### config.mk
export PLATFORM = sky130hd
export DESIGN_NAME = ser_bus_master
export DESIGN_NICKNAME = d
export VERILOG_FILES = /design/src/rtl/ser_bus_master.sv
export SDC_FILE = /design/constraint.sdc
export NUM_CORES = 1
export LEC_CHECK = 0
export ABC_AREA = 1
export ABC_CLOCK_PERIOD_IN_PS = 3800
export CAP_MARGIN = 20
export CELL_PAD_IN_SITES_DETAIL_PLACEMENT = 1
export CELL_PAD_IN_SITES_GLOBAL_PLACEMENT = 1
export CORE_UTILIZATION = 30
export CTS_CLUSTER_SIZE = 40
export DETAILED_ROUTE_END_ITERATION = 10
export PLACE_DENSITY_LB_ADDON = 0.05
export SKIP_CTS_REPAIR_TIMING = 1
export SYNTH_ARGS = -nofsm -noshare
export SYNTH_HDL_FRONTEND = slang
export SYNTH_SLANG_ARGS = --single-unit
### constraint.sdc
create_clock -name clk -period 3.8 [get_ports clk]
set_clock_uncertainty 0.2 [all_clocks]
set_input_delay 0.38 -clock clk [delete_from_list [all_inputs] [get_ports clk]]
set_output_delay 0.38 -clock clk [all_outputs]
set_load 0.05 [all_outputs]
### src/rtl/ser_bus_master.sv
// Byte-protocol bus initiator. A serial byte stream carries read (0x52) and
// write (0x57) commands with MSB-first address/data fields. The block issues
// a single bus request per command, waits for the matching acknowledge or a
// timeout, then streams the response bytes back to the serial transmitter.
module ser_bus_master #(
  parameter int TIMEOUT = 1024
) (
  input  logic        clk,
  input  logic        reset_l_in,
  input  logic [7:0]  rx_data,
  input  logic        rx_valid,
  output logic [7:0]  tx_data,
  output logic        tx_valid,
  input  logic        tx_ready,
  output logic [31:0] bus_addr,
  output logic [3:0]  bus_be,
  output logic [31:0] bus_wdata,
  output logic        bus_rd_req,
  output logic        bus_wr_req,
  input  logic [31:0] bus_rdata,
  input  logic        bus_rd_ack,
  input  logic        bus_wr_ack,
  output logic        cmd_err
);

  localparam logic [7:0]  OP_READ   = 8'h52;
  localparam logic [7:0]  OP_WRITE  = 8'h57;
  localparam logic [7:0]  RSP_READ  = 8'h72;
  localparam logic [7:0]  RSP_WRITE = 8'h77;
  localparam logic [7:0]  RSP_TOUT  = 8'h54;
  localparam logic [15:0] WAIT_LAST = 16'(TIMEOUT - 1);

  typedef enum logic [2:0] {
    IDLE,
    ADDR,
    DATA,
    REQ,
    WAIT,
    RESP
  } state_t;

  state_t      state;
  state_t      state_next;
  logic [1:0]  byte_cnt;
  logic        is_write;
  logic [15:0] wait_cnt;
  logic [31:0] rsp_shift;
  logic [2:0]  rsp_left;

  logic        is_opcode;
  logic        ack_hit;
  logic        timeout_hit;
  logic        tx_fire;
  logic        drop_byte;

  // Decode of the events that steer both the state machine and the datapath
  always_comb begin
    is_opcode   = (rx_data == OP_READ) || (rx_data == OP_WRITE);
    ack_hit     = (state == WAIT) && (is_write ? bus_wr_ack : bus_rd_ack);
    timeout_hit = (state == WAIT) && (wait_cnt == WAIT_LAST);
    tx_fire     = tx_valid && tx_ready;
    drop_byte   = rx_valid &&
                  (((state == IDLE) && !is_opcode) ||
                   (state == REQ) || (state == WAIT) || (state == RESP));
  end

  // State register
  always_ff @(posedge clk or negedge reset_l_in) begin
    if (!reset_l_in) state <= IDLE;
    else             state <= state_next;
  end

  // Next-state logic and the one-cycle bus request strobes
  always_comb begin
    state_next = state;
    bus_rd_req = 1'b0;
    bus_wr_req = 1'b0;
    case (state)
      IDLE: if (rx_valid && is_opcode) state_next = ADDR;
      ADDR: if (rx_valid && (byte_cnt == 2'd3)) state_next = is_write ? DATA : REQ;
      DATA: if (rx_valid && (byte_cnt == 2'd3)) state_next = REQ;
      REQ: begin
        bus_rd_req = !is_write;
        bus_wr_req = is_write;
        state_next = WAIT;
      end
      WAIT: if (ack_hit || timeout_hit) state_next = RESP;
      RESP: if (tx_fire && (rsp_left == 3'd0)) state_next = IDLE;
      default: state_next = IDLE;
    endcase
  end

  // Command capture, timeout counting and response byte sequencing
  always_ff @(posedge clk or negedge reset_l_in) begin
    if (!reset_l_in) begin
      byte_cnt  <= 2'd0;
      is_write  <= 1'b0;
      wait_cnt  <= 16'd0;
      rsp_shift <= 32'd0;
      rsp_left  <= 3'd0;
      bus_addr  <= 32'd0;
      bus_wdata <= 32'd0;
      bus_be    <= 4'h0;
      tx_data   <= 8'd0;
      tx_valid  <= 1'b0;
      cmd_err   <= 1'b0;
    end else begin
      bus_be  <= 4'hF;
      cmd_err <= drop_byte;
      case (state)
        IDLE: begin
          byte_cnt <= 2'd0;
          if (rx_valid && is_opcode) is_write <= (rx_data == OP_WRITE);
        end
        ADDR: begin
          if (rx_valid) begin
            bus_addr <= {bus_addr[23:0], rx_data};
            byte_cnt <= byte_cnt + 2'd1;
          end
        end
        DATA: begin
          if (rx_valid) begin
            bus_wdata <= {bus_wdata[23:0], rx_data};
            byte_cnt  <= byte_cnt + 2'd1;
          end
        end
        REQ: wait_cnt <= 16'd0;
        WAIT: begin
          if (ack_hit) begin
            tx_valid  <= 1'b1;
            tx_data   <= is_write ? RSP_WRITE : RSP_READ;
            rsp_shift <= bus_rdata;
            rsp_left  <= is_write ? 3'd0 : 3'd4;
          end else if (timeout_hit) begin
            tx_valid <= 1'b1;
            tx_data  <= RSP_TOUT;
            rsp_left <= 3'd0;
          end else begin
            wait_cnt <= wait_cnt + 16'd1;
          end
        end
        RESP: begin
          if (tx_fire) begin
            if (rsp_left != 3'd0) begin
              tx_data   <= rsp_shift[31:24];
              rsp_shift <= {rsp_shift[23:0], 8'd0};
              rsp_left  <= rsp_left - 3'd1;
            end else begin
              tx_valid <= 1'b0;
              tx_data  <= 8'd0;
            end
          end
        end
        default: ;
      endcase
    end
  end

endmodule

==> reports/summary.json <==
{
  "synth_top_cells_by_area": "dfrtp_1, nand2_1, o21ai_0",
  "timing_hold_violations_final": 0,
  "max_cap_violations": 0,
  "routed_wirelength_um": 15800,
  "power.static_leakage_uw": 0.00376,
  "gr-usage-all-layers": 0.159,
  "fin_setup_tns_ps": 0,
  "wl_per_cell_um": 14.4,
  "whs_ps": 288,
  "crit_path_start_kind": "flip-flop",
  "mappedNetlistArea_um2": 6160,
  "syn_nets": 748,
  "top_layer": "met4",
  "timing.rr.start": "state[0]",
  "hold_path.startpoint": "tx_data[7]",
  "slew-limit-headroom": 0.450,
  "synthesis.instances": 698,
  "ctsHtreeMaxLevel": 4,
  "via_count": 4962,
  "worst_pin_slew_ps": 824,
  "die-height_um": 145,
  "timing.critical_path.required_ps": 3220,
  "synth_top_area_frac": 0.536,
  "hold_path_depth": 2,
  "met1Wirelength_um": 7230,
  "final_global_route_overflow_total": 0,
  "crit_path_max_fanout": 7,
  "commonest_cells_after_routing_fill_and_taps_aside": "nand2_1, dfrtp_1, clkdlybuf4s50_1",
  "insertion_delay_ps": 420,
  "core_area_um2": 20200,
  "yosysSeqAreaShare": 0.536,
  "path_clk_slew_ps": 60,
  "rsz0062_at_grt": "false",
  "power.net_switching_uw": 3300,
  "r2r_end": "rsp_left[0]",
  "vias_per_cell": 4.53,
  "min_delay_worst_endpoint": "tx_data[7]",
  "detail_route.first_pass.iterations": 4,
  "total_power_uw": 7450,
  "maximum_number_of_pins_on_one_net_before_global_route_repair": 83,
  "root_buffer": "clkbuf_16",
  "largest_area_contributor_in_the_netlist": "dfrtp_1",
  "post_dp_cell_area_um2": 7570,
  "timing_worst_setup_path_type": "reg2out",
  "diodes": 0,
  "run_status": "finished, final reports clean",
  "vdd.ir_drop.worst_v": 0.000388,
  "cellInternalPower_uw": 4150,
  "r2r_cells": 9,
  "design.die.area_um2": 21100,
  "die_width_um": 145,
  "power.combinational.fraction": 0.452,
  "gp_congestion": 0.766,
  "synth.avg_cell_area_um2": 8.83,
  "ant_nets": 0,
  "share_clk_of_total_power": 0.230,
  "setup.reg_to_reg.worst_slack_ps": 1300,
  "detailedRoute.firstIterationViolations": 165,
  "area_delta_synth_final_pct": 33.1,
  "antenna_found_initial": 0,
  "pwr_density_cell_nw_per_um2": 908,
  "postSynthRegisterBits": 132,
  "most_common_cell_after_layout_fill_and_taps_aside": "nand2_1",
  "critPathCaptureType": "primary output",
  "finish.net_count": 862,
  "design_area_um2": 8200,
  "clock_tree_from_tritoncts": "yes",
  "initial_core_util": 0.306,
  "cts_num_sinks": 132,
  "drive_gt1_frac": 0.105,
  "post-route-min-period_ps": 2930,
  "first_global_vias": 5384,
  "io_buffers": 125,
  "clock_tree.buffer_depth": 2,
  "std_cell_rows": 52,
  "p_sw_frac": 0.443,
  "synth_warn": 0,
  "share_seq_of_total_power": 0.318,
  "drcViolationCount": 0,
  "fmax_mhz": 341,
  "met3_wire_length_um": 698,
  "detailedPlacementHpwl_um": 11200,
  "worstPathArrival_ps": 2350,
  "met2_wirelength_um": 7620,
  "yosysUniqueCellTypes": 36,
  "final_setup_violating_endpoints": 0,
  "final_max_slew_viol_count": 0,
  "numCtsBuffers": 17,
  "min_path_type": "reg2reg",
  "grt_first_pass_wirelength_um": 27000,
  "finalCritPeriodShare": 0.771,
  "postLayoutCoreUtil": 0.407,
  "boundaryPins": 126
}
[cell type report]
cell class	count	area, µm²
fillers	2355	12000
inverters	74	278
flip-flops and latches	132	3300
clock buffers	19	443
well taps	270	338
clock inverters	13	175
multi-input cells	458	2370
repair buffers	129	1300
[metal layers]
metal,GRT usage,vias to the layer above
met4,0.0489,0
met5,0,-
li1,-,2463
met1,0.195,2392
met2,0.272,88
met3,0.0440,19
[sequential cells by signal (all words and copies together) (netlist names)]
register,count
rsp_left,3
tx_valid,1
state,3
wait_cnt,16
bus_addr,32
byte_cnt,2
bus_wdata,32
bus_be,1
cmd_err,1
tx_data,8
is_write,1
rsp_shift,32
[power groups by stage]
stage	sequential [µW]	combinational (µW)	clock (µW)
finish	2370	3360	1720
global route	2450	3630	1830
CTS	2390	3420	1770
detailed placement	2400	3400	0
global placement	2380	3320	0
floorplan	3580	1040	0
[metrics by stage]
step,instances,setup WS [ps]
6_report,1095,871
5_1_grt,1095,714
4_1_cts,1094,847
3_5_place_dp,1062,1140
3_3_place_gp,1062,1200
2_1_floorplan,698,1760
[Yosys cell counts, drive strengths merged]
library cell,instances
nand2,174
a22o,1
ha,4
a22oi,1
mux2,16
nor2,66
xor2,10
o21ai,106
a21boi,1
dfrtp,132
inv,74
buf,25
nand4,8
clkbuf,9
o211ai,1
a21oi,33
conb,1
o21a,2
or2,1
nand3b,1
o21bai,2
nand3,30
[worst max-delay path, stage by stage (launching register included)]
cell and delay (ps):
dfrtp_1 500, nor2_2 270, nand2_1 210, nor2_1 130, clkdlybuf4s50_1 820
[kinds of logic (layout without fill, tap and decap cells)]
logic type	after synthesis	after routing	synth area share
buffers and inverters	108	235	0.0816
AO/OA/AOI/OAI	147	147	0.128
AND/OR/NAND/NOR	280	280	0.202
adder cells (fa/ha/maj)	4	4	0.00812
XOR/XNOR	10	10	0.0142
multiplexers	16	16	0.0292
flip-flops	132	132	0.536
other	1	1	0.000609
[worst max path at each step]
stage	endpoint	cells after the start	start	slack (ps)
2_1_floorplan	bus_rd_req	4	state[2]	1760
3_3_place_gp	bus_addr[19]	5	rx_valid	1200
3_5_place_dp	bus_addr[20]	5	rx_valid	1140
4_1_cts	bus_wr_req	4	state[2]	850
5_1_grt	bus_wr_req	4	state[2]	710
6_report	bus_wr_req	4	state[2]	870
(Power assumes the default switching activity.)
